## config.mk

```make
export PLATFORM = sky130hd
export DESIGN_NAME = serial_multiplier_flat
export DESIGN_NICKNAME = d
export VERILOG_FILES = /design/src/rtl/serial_multiplier_pkg.sv /design/src/rtl/serial_multiplier_if.sv /design/src/rtl/serial_multiplier_shift_right_accumulator.sv /design/src/rtl/serial_multiplier.sv /design/src/flat_wrapper.sv
export SDC_FILE = /design/constraint.sdc
export NUM_CORES = 1
export LEC_CHECK = 0
export BUFFER_PORTS_ARGS = -buffer_cell sky130_fd_sc_hd__buf_2
export CORE_MARGIN = 5
export CORE_UTILIZATION = 47
export DETAILED_ROUTE_END_ITERATION = 8
export PLACE_DENSITY = 0.73
export RECOVER_POWER = 50
export SETUP_SLACK_MARGIN = 0.15
export SYNTH_ARGS = -nofsm -noshare
export SYNTH_HDL_FRONTEND = slang
export SYNTH_SLANG_ARGS = --single-unit
```

## constraint.sdc

```tcl
create_clock -name clk -period 3.1 [get_ports clk]
set_input_delay 0.62 -clock clk [delete_from_list [all_inputs] [get_ports clk]]
set_output_delay 0.62 -clock clk [all_outputs]
set_load 0.1 [all_outputs]
```

## src/rtl/serial_multiplier_pkg.sv

```systemverilog
// Shared definitions for the serial shift-and-add multiply-accumulate unit.
package serial_multiplier_pkg;

  typedef enum logic [1:0] {
    IDLE = 2'b00,
    RUN  = 2'b01,
    DONE = 2'b10
  } state_t;

  localparam int N     = 8;
  localparam int LOG2N = 3;

endpackage

```

## src/rtl/serial_multiplier_if.sv

```systemverilog
// go/done handshake, operands and product of the serial multiplier.
interface serial_multiplier_if
  import serial_multiplier_pkg::*;
#(
  parameter int n = N
);

  logic             go;
  logic [n-1:0]     multiplicand;
  logic [n-1:0]     multiplier;
  logic [n-1:0]     addend;
  logic [2*n-1:0]   product;
  logic             done;

  modport master (
    output go, multiplicand, multiplier, addend,
    input  product, done
  );

  modport slave (
    input  go, multiplicand, multiplier, addend,
    output product, done
  );

endinterface

```

## src/rtl/serial_multiplier_shift_right_accumulator.sv

```systemverilog
// hi/lo accumulator with stored multiplicand; retires one multiplier bit per shift.
module serial_multiplier_shift_right_accumulator
  import serial_multiplier_pkg::*;
#(
  parameter int n = N
) (
  input  logic           clk,
  input  logic           resetn,
  input  logic           load,
  input  logic           shift,
  input  logic [n-1:0]   multiplicand,
  input  logic [n-1:0]   multiplier,
  input  logic [n-1:0]   addend,
  output logic [2*n-1:0] product
);

  logic [n-1:0] hi_q;
  logic [n-1:0] lo_q;
  logic [n-1:0] mcand_q;
  logic [n:0]   sum;

  // The carry lands in the top bit of hi after the shift, so it is never lost.
  always_comb begin
    sum = {1'b0, hi_q} + (lo_q[0] ? {1'b0, mcand_q} : '0);
  end

  always_ff @(posedge clk or negedge resetn) begin
    if (!resetn) begin
      hi_q    <= '0;
      lo_q    <= '0;
      mcand_q <= '0;
    end else if (load) begin
      hi_q    <= addend;
      lo_q    <= multiplier;
      mcand_q <= multiplicand;
    end else if (shift) begin
      hi_q <= sum[n:1];
      lo_q <= {sum[0], lo_q[n-1:1]};
    end
  end

  assign product = {hi_q, lo_q};

endmodule

```

## src/rtl/serial_multiplier.sv

```systemverilog
// Unsigned serial multiply-accumulate: product = multiplicand * multiplier + addend.
module serial_multiplier
  import serial_multiplier_pkg::*;
#(
  parameter int n     = N,
  parameter int log2n = LOG2N
) (
  input  logic                clk,
  input  logic                resetn,
  input  logic                clken,
  serial_multiplier_if.slave  bus
);

  localparam logic [log2n-1:0] CNT_INIT = log2n'(n - 1);

  state_t           state_q;
  state_t           state_d;
  logic [log2n-1:0] cnt_q;
  logic             load;
  logic             shift;
  logic             done;

  always_ff @(posedge clk or negedge resetn) begin
    if (!resetn) begin
      state_q <= IDLE;
      cnt_q   <= CNT_INIT;
    end else if (clken) begin
      state_q <= state_d;
      if (load) begin
        cnt_q <= CNT_INIT;
      end else if (shift) begin
        cnt_q <= cnt_q - log2n'(1);
      end
    end
  end

  // IDLE reloads operands every edge so the edge leaving IDLE samples them.
  always_comb begin
    state_d = state_q;
    load    = 1'b0;
    shift   = 1'b0;
    done    = 1'b0;
    case (state_q)
      IDLE: begin
        load = 1'b1;
        if (bus.go) state_d = RUN;
      end
      RUN: begin
        shift = 1'b1;
        if (cnt_q == '0) state_d = DONE;
      end
      DONE: begin
        done = 1'b1;
        if (!bus.go) state_d = IDLE;
      end
      default: state_d = IDLE;
    endcase
  end

  serial_multiplier_shift_right_accumulator #(
    .n (n)
  ) u_shift_right_accumulator (
    .clk          (clk),
    .resetn       (resetn),
    .load         (load & clken),
    .shift        (shift & clken),
    .multiplicand (bus.multiplicand),
    .multiplier   (bus.multiplier),
    .addend       (bus.addend),
    .product      (bus.product)
  );

  assign bus.done = done;

endmodule

```

## src/flat_wrapper.sv

```systemverilog
// flat-port wrapper written by rule: the top's interface ports become plain ports
module serial_multiplier_flat import serial_multiplier_pkg::*;
#(
  parameter int n     = N,
  parameter int log2n = LOG2N
)
  (clk, resetn, clken, bus_go, bus_multiplicand, bus_multiplier, bus_addend, bus_product, bus_done);
  serial_multiplier_if #(.n(n)) bus_i ();
  input  logic clk;
  input  logic resetn;
  input  logic clken;
  input wire logic [$bits(bus_i.go)-1:0] bus_go;
  input wire logic [$bits(bus_i.multiplicand)-1:0] bus_multiplicand;
  input wire logic [$bits(bus_i.multiplier)-1:0] bus_multiplier;
  input wire logic [$bits(bus_i.addend)-1:0] bus_addend;
  output wire logic [$bits(bus_i.product)-1:0] bus_product;
  output wire logic [$bits(bus_i.done)-1:0] bus_done;
  assign bus_i.go = bus_go;
  assign bus_i.multiplicand = bus_multiplicand;
  assign bus_i.multiplier = bus_multiplier;
  assign bus_i.addend = bus_addend;
  assign bus_product = bus_i.product;
  assign bus_done = bus_i.done;
  serial_multiplier #(.n(n), .log2n(log2n)) u_core (.clk(clk), .resetn(resetn), .clken(clken), .bus(bus_i));
endmodule
```

**Yosys cells after proc, flatten, opt, wreduce, memory -nomap -nowiden**

Cells that the tools add are included.

- Equal/unequal tests: 5
- $add $sub $neg: 2
- Reduce and logical (&&, ||, !) cells: 6
- Multiplexer cells: 14
- Bitwise operators: 2

Operators with widths:

| operator | count |
|---|---|
| 2-to-1 mux 8 bit | 5 |
| adder 8 x 9 -> 9 bit | 1 |
| 2-to-1 mux 2 bit | 3 |
| 2-to-1 mux 3 bit | 2 |
| case mux 2 bit (3 select lines) | 1 |
| != test 2 bit, second input constant | 2 |
| AND reduction 4 bit | 1 |
| nonzero test 2 bit | 2 |
| logical NOT 3 bit | 1 |
| 2-to-1 mux 1 bit | 3 |
| subtractor 3 x 1 -> 3 bit, second input constant | 1 |
| bitwise AND 1 bit | 2 |
| equality test 2 x 1 -> 1 bit, second input constant | 1 |
| equality test 2 bit, second input constant | 1 |
| logical NOT 2 bit | 1 |
| != test 2 x 1 -> 1 bit, second input constant | 1 |
| AND reduction 2 bit | 1 |

- Register bits: 29
- Output and inout bits: 17
- Bits of input ports: 28
- Word-level logic and storage cells: 34

**Logic depth before layout (Yosys ltp)**

Gate-level depths: netlist of run 1.

- Depth after elaboration: 5
- Gate-level depth with buffers: 9

**Hierarchy**

From an unflattened synthesis of run 1, not the netlist that was laid out.

- Cell total of the unflattened synthesis: 167
- Area, all modules: 1680.4 µm²

Modules (own cells, without submodules):

| module | cells each | sequential area each (µm²) | area each (µm²) | instances |
|---|---|---|---|---|
| serial_multiplier_shift_right_accumulator | 142 | 600.6 | 1412.6 | 1 |
| serial_multiplier | 25 | 128.9 | 267.8 | 1 |

**Worst setup path before layout of run 1**

No wires, ideal clock.

- Kind: flip-flop to flip-flop
- Start: reg u_core.u_shift_right_accumulator.lo_q[0]
- End: reg u_core.u_shift_right_accumulator.hi_q[5]
- Arrival time: 2583 ps
- Stages on the path, launching flop included: 10
- Period minus slack after synthesis: 2706 ps
- Path slack: 394 ps
- Cells stage by stage: dfrtp_1 -> and2_1 -> ha_1 -> inv_1 -> fa_1 -> nor2b_4 -> o31a_1 -> o22ai_2 -> mux2i_1 -> a211o_1

- Cells in the longest elaborated chain, start to end: 4

Ends and longest elaborated chain:

| element | RTL line | text |
|---|---|---|
| start, declared | serial_multiplier_shift_right_accumulator.sv:18 | `logic [n-1:0] lo_q;` |
| start signal, assigned | serial_multiplier_shift_right_accumulator.sv:34 | `lo_q <= multiplier;` |
| start signal, assigned | serial_multiplier_shift_right_accumulator.sv:38 | `lo_q <= {sum[0], lo_q[n-1:1]};` |
| 2-to-1 mux 8 bit | serial_multiplier_shift_right_accumulator.sv:24 | `sum = {1'b0, hi_q} + (lo_q[0] ? {1'b0, mcand_q} : '0);` |
| adder 8 x 9 -> 9 bit | serial_multiplier_shift_right_accumulator.sv:24 |  |
| 2-to-1 mux 8 bit | serial_multiplier_shift_right_accumulator.sv:36 | `end else if (shift) begin` |
| 2-to-1 mux 8 bit | serial_multiplier_shift_right_accumulator.sv:32 | `end else if (load) begin` |
| end signal, assigned | serial_multiplier_shift_right_accumulator.sv:33 | `hi_q <= addend;` |
| end signal, assigned | serial_multiplier_shift_right_accumulator.sv:37 | `hi_q <= sum[n:1];` |
| end, declared | serial_multiplier_shift_right_accumulator.sv:17 | `logic [n-1:0] hi_q;` |

Every way passes these cells. The select of a mux whose other input is x is not followed.
A chain may end at the register's enable or synchronous reset.

**Worst setup path after layout of run 1**

Ends and elaborated chain as after synthesis.

==> results by group, run 1 <==
Logic synthesis
  – Mapped Cells: 161
  – Cell variety after synth: 41
  – Register area share after synthesis: 43.3%
  – Yosys warnings: 0
  – EDFF count, synth: 0
  – Fraction of registers with async set/reset: 100%
  – Synth Net Count: 200
  – Avg Cell Area, Syn: 10.5 um2
  – Yosys reg bits: 29
  – Synth Flop Type: dfrtp_1
  – Cell area after synthesis: 1680 um2

Cells and area
  – Register area: 729 um2
  – Multi-input gate area: a little under 900 um2
  – Area Overhead vs Synth: 18.1%
  – Number of diodes: 0
  – NumNets Final: 247
  – Most frequent cells in the layout: buf_2 (43), dfrtp_1 (26), o21ai_0 (17)
  – Most common cell after layout, fill and taps aside: buf_2
  – Share of layout cells above drive strength 1: a little under a third
  – Fillers: 310

Global route
  – Vias in the first global route: 1,470
  – First-pass GRT wire length: approximately 6.6 mm
  – Initial antenna violation count: 0
  – Overflow after GRT: 0
  – Largest net degree at the start of global routing: 30
  – GRT Util Overall: 16.9%

Setup path
  – CP Data Required Time: 3.32 ns
  – Startpoint Class: flop
  – Slowest-stage cell, CP: dfrtp_1
  – Setup crit end kind: flop
  – Crit Path Category: reg2reg
  – Cells along the critical path: and2_1, ha_1, inv_1, fa_1, nor2b_4, o31a_1, o22ai_2, mux2i_1, a211o_1
  – Worst-path fanout max: 10
  – Critical path's largest stage delay: 0.51 ns
  – Worst path arrival time: between 2 and 2.5 ns

Job
  – Max-cap violation count: 1

Timing
  – Setup Viol. Count Final: 0
  – Crit share post-route: 72.8%
  – Post-layout min period: 2.26 ns
  – F_max: about 440 MHz
  – Pins Over Slew Limit: 30
  – Slew HR: -5.27%
  – Clk_skew: 0.0110 ns
  – Tightest Pin Transition: 1.58 ns
  – Sum Neg Setup Slack: 0 ns
  – RSZ-0062 raised after global routing: no
  – Final hold vios: 0

Clock tree
  – Hold_buf cts: 0
  – Post-cts resize count: 0
  – CTS Buf Count: 5
  – CTS tree: done
  – Clock root buffer master: clkbuf_4
  – Clk sink count: 29
  – Max clock buf depth: 2
  – Clock-pin slew on the worst setup and hold paths: 0.09 ns
  – Htree depth: 2
  – # Post-CTS Setup Buffers: 0
  – Clk_lat worst skew: 0.33 ns

Drt
  – DRT iter0 DRCs: 76
  – Antenna-violating nets left: 0
  – Post-Route WL: 3.75 mm
  – DR WL/cell: 14.7 um
  – Via density: 5.29
  – First-pass detailed-route iteration total: 4
  – DRC: 0
  – Vias: ~1,400

Placed design
  – Post-DP HPWL: 2.83 mm
  – Gpl congestion: 0.805
  – PortBufs: 44

Run status
  – Failing checks: capacitance limit, slew limit
  – Status: finished with violations

Die
  – Die H: 69.8 um
  – Core ar.: ~3400 um2
  – DIE AREA: 4880 um2
  – Die Wd: between 60 and 70 um
  – Initial Util: 49.6%
  – I/O pins: between 40 and 50
  – FP Rows: 21

Worst hold path
  – Type of the tightest min-delay check: reg2reg
## synth_stat cells (4+ instances only)
cell	count	area (um2)
and2_1	7	43.8
o21ai_0	15	75.1
dfrtp_1	26	651
mux2_2	6	67.6
a21oi_1	7	35.0
ha_1	10	125
nand2_1	16	60.1
inv_1	7	26.3
nor3b_1	4	30.0
mux2i_1	12	120
o21ai_1	4	20.0
## cells by family after synthesis
logic type,count (synthesis),synth area share [%]
AOI/OAI and AO/OA,39,13.9
xor gates and xnor gates,3,1.56
adders and majority gates,11,8.62
buffers and inverters,15,5.20
DFF,29,43.3
muxes,20,12.5
and+or+nand+nor,44,14.9
## path summary, 6_finish.rpt
check / from / to / slack (ns) / depth (start not counted)
worst min register to register: u_core.u_shift_right_accumulator.mcand_q[0] / u_core.u_shift_right_accumulator.mcand_q[0] / 0.49 / 1
worst max register to register: u_core.u_shift_right_accumulator.lo_q[0] / u_core.u_shift_right_accumulator.hi_q[5] / 0.84 / 9
min in group asynchronous: resetn / u_core.u_shift_right_accumulator.mcand_q[7] / 0.67 / 1
worst min-delay path: u_core.u_shift_right_accumulator.mcand_q[0] / u_core.u_shift_right_accumulator.mcand_q[0] / 0.49 / 1
worst max-delay path: u_core.u_shift_right_accumulator.lo_q[0] / u_core.u_shift_right_accumulator.hi_q[5] / 0.84 / 9
max in group asynchronous: resetn / u_core.u_shift_right_accumulator.lo_q[5] / 1.51 / 1
## final cells by class
class	count	area share (%)
multi-input combinational	117	43.6
sequential	29	36.7
timing repair buffer	48	12.5
clock buffer	8	2.96
tap	46	2.90
inverter	7	1.32
## per-layer routing
layer | GRT usage (%) | routed length, um | vias up
met5 | 0 | 0 | -
li1 | - | - | 660
met4 | 8.30 | 57 | 0
met1 | 20.3 | 1640 | 657
met2 | 27.6 | 1870 | 28
met3 | 4.78 | 186 | 5
## sequential cells by signal, indices dropped and copies added, names as in the netlist
signal / count
u_core.cnt_q: 3
u_core.state_q: 2
u_core.u_shift_right_accumulator.hi_q: 8
u_core.u_shift_right_accumulator.lo_q: 8
u_core.u_shift_right_accumulator.mcand_q: 8
## per-stage QoR
stage	worst slack [ns]	instances	area (um2)	utilization (%)	hold slack, ns
after CTS	0.837	255	1990	58.7	0.326
after global routing	0.690	255	1990	58.6	0.494
final	0.843	255	1990	58.6	0.490
after floorplan	0.394	161	1680	-	0.324
after detailed placement	0.835	247	1930	56.9	0.472
after global placement	0.975	247	1930	56.9	0.460
## critical path, delay by kind of cell (launching register included)
| family | cells | cell delay (ns) |
|---|---|---|
| fa+ha+maj | 2 | 0.62 |
| compound gates | 3 | 0.53 |
| flops | 1 | 0.51 |
| simple gates | 2 | 0.32 |
| mux | 1 | 0.13 |
| buf+inv | 1 | 0.06 |
Power of run 1 is not shown: default switching activity piles up to over one toggle a cycle in this logic, so the estimate is an artifact.
==> run 2, diff against run 1 <==
clock period = 2.3 ns   (was 3.1 ns; I/O delays follow)
==> results by group, run 2 (synthesized netlist as in run 1, its figures left out) <==
Timing
  – F_max: about 480 MHz
  – Crit share post-route: about nine tenths
  – Post-layout min period: 2.09 ns
  – Tightest Pin Transition: 1.59 ns
  – Pins Over Slew Limit: 30
  – Final hold vios: 0
  – RSZ-0062 raised after global routing: no
  – Clk_skew: 0.0108 ns
  – Min Hold Slack: between 0.3 and 0.4 ns
  – Sum Neg Setup Slack: 0 ns
  – Setup Viol. Count Final: 0
  – Slew HR: -6.25%

Cells and area
  – Most frequent cells in the layout: buf_2 (43), dfrtp_1 (22), nand2_1 (16), o21ai_0 (16), mux2i_1 (12)
  – Biggest regs: u_core.u_shift_right_accumulator.hi_q: 8 flops, u_core.u_shift_right_accumulator.lo_q: 8 flops, u_core.u_shift_right_accumulator.mcand_q: 8 flops
  – Share of layout cells above drive strength 1: 36.5%
  – Most common cell after layout, fill and taps aside: buf_2
  – Fillers: between 200 and 300
  – NumNets Final: 249
  – Number of diodes: 0
  – Core Util, Final: 60.2%
  – Area Overhead vs Synth: 21.3%

Global route
  – Vias in the first global route: 1,422
  – First-pass GRT wire length: around 6.7 mm
  – Overflow after GRT: 0
  – GRT Util Overall: roughly 17%
  – Initial antenna violation count: 0
  – Largest net degree at the start of global routing: 30

Setup path
  – Worst path arrival time: 2.31 ns
  – Setup crit end kind: flop
  – CP Data Required Time: 2.52 ns
  – Worst-path fanout max: 5
  – Startpoint Class: flop
  – Crit Path Category: reg2reg

Drt
  – First-pass detailed-route iteration total: 5
  – DR WL/cell: 14.5 um
  – DRT iter0 DRCs: 47
  – Via density: roughly 5.3
  – Antenna-violating nets left: 0
  – DRC: 0
  – Post-Route WL: 3.73 mm
  – Vias: 1,367

Clock tree
  – Clock root buffer master: clkbuf_4
  – Clk sink count: 29
  – Clock-pin slew on the worst setup and hold paths: 0.10 ns
  – Htree depth: 2
  – CTS Buf Count: 5
  – Hold_buf cts: 0
  – Clk_lat worst skew: 0.33 ns
  – Max clock buf depth: 2
  – CTS tree: done

Die
  – Initial Util: about half
  – Die Wd: roughly 70 um
  – FP Rows: 21
  – DIE AREA: about 5000 um2
  – I/O pins: 45
  – Die H: 69.8 um
  – Core ar.: 3390 um2

Placed design
  – Post-DP HPWL: 2.77 mm
  – Gpl congestion: 0.788
  – PortBufs: 44

Run status
  – Failing checks: capacitance limit, slew limit
  – Status: finished with violations

Worst hold path
  – Type of the tightest min-delay check: in2reg

Job
  – Max-cap violation count: 1
[run 2: final timing paths]
kind,slack [ns],from,to,cells past startpoint
worst max-delay path,0.21,u_core.u_shift_right_accumulator.lo_q[0],u_core.u_shift_right_accumulator.hi_q[6],8
worst min-delay path,0.36,bus_multiplicand[2],u_core.u_shift_right_accumulator.mcand_q[2],2
min in group asynchronous,0.52,resetn,u_core.u_shift_right_accumulator.hi_q[7],1
max in group asynchronous,0.65,resetn,u_core.u_shift_right_accumulator.lo_q[0],1
worst min register to register,0.51,u_core.cnt_q[2],u_core.cnt_q[2],2
worst max register to register,0.21,u_core.u_shift_right_accumulator.lo_q[0],u_core.u_shift_right_accumulator.hi_q[6],8
[run 2: area by class of cell]
class	instances	area, um2	share of cell area, %
clock inverters	1	5.00	0.245
repair buffers	50	262	12.8
flip-flops and latches	29	737	36.1
well taps	46	57.6	2.82
inverters	7	26.3	1.29
clock buffers	7	65.1	3.19
multi-input cells	117	890	43.6
[run 2: stage by stage]
stage	cells	area [um2]	setup slack (ns)
after global placement	246	1930	0.203
after floorplan	161	1690	0.0169
after CTS	256	2020	0.160
final	257	2040	0.208
after global routing	257	2040	0.0953
after detailed placement	246	1930	0.143
[run 2: worst max-delay path, stage by stage, from the launching register on]
cell and delay, ns:
dfrtp_4 0.50, nand2_1 0.12, inv_1 0.06, ha_1 0.30
a211oi_1 0.36, o21ai_2 0.13, a31oi_1 0.26, nor4b_1 0.09
nand3b_1 0.17
[run 2: routing by layer]
metal  vias up  part of all wire [%]  track usage, %
met4         0                   1.6            5.11
li1        674                     -               -
met1       650                    43            22.0
met5         -                     0               0
met2        36                    49            26.7
met3         7                   5.7            5.65
[run 2: timing repair]
action                                  in CTS  in global routing
resized for setup                            1                  3
endpoints found under the setup margin       1                  2
setup buffers                                2                  1
pin swaps                                    1                  5
Power of run 2 is left out for the same reason.
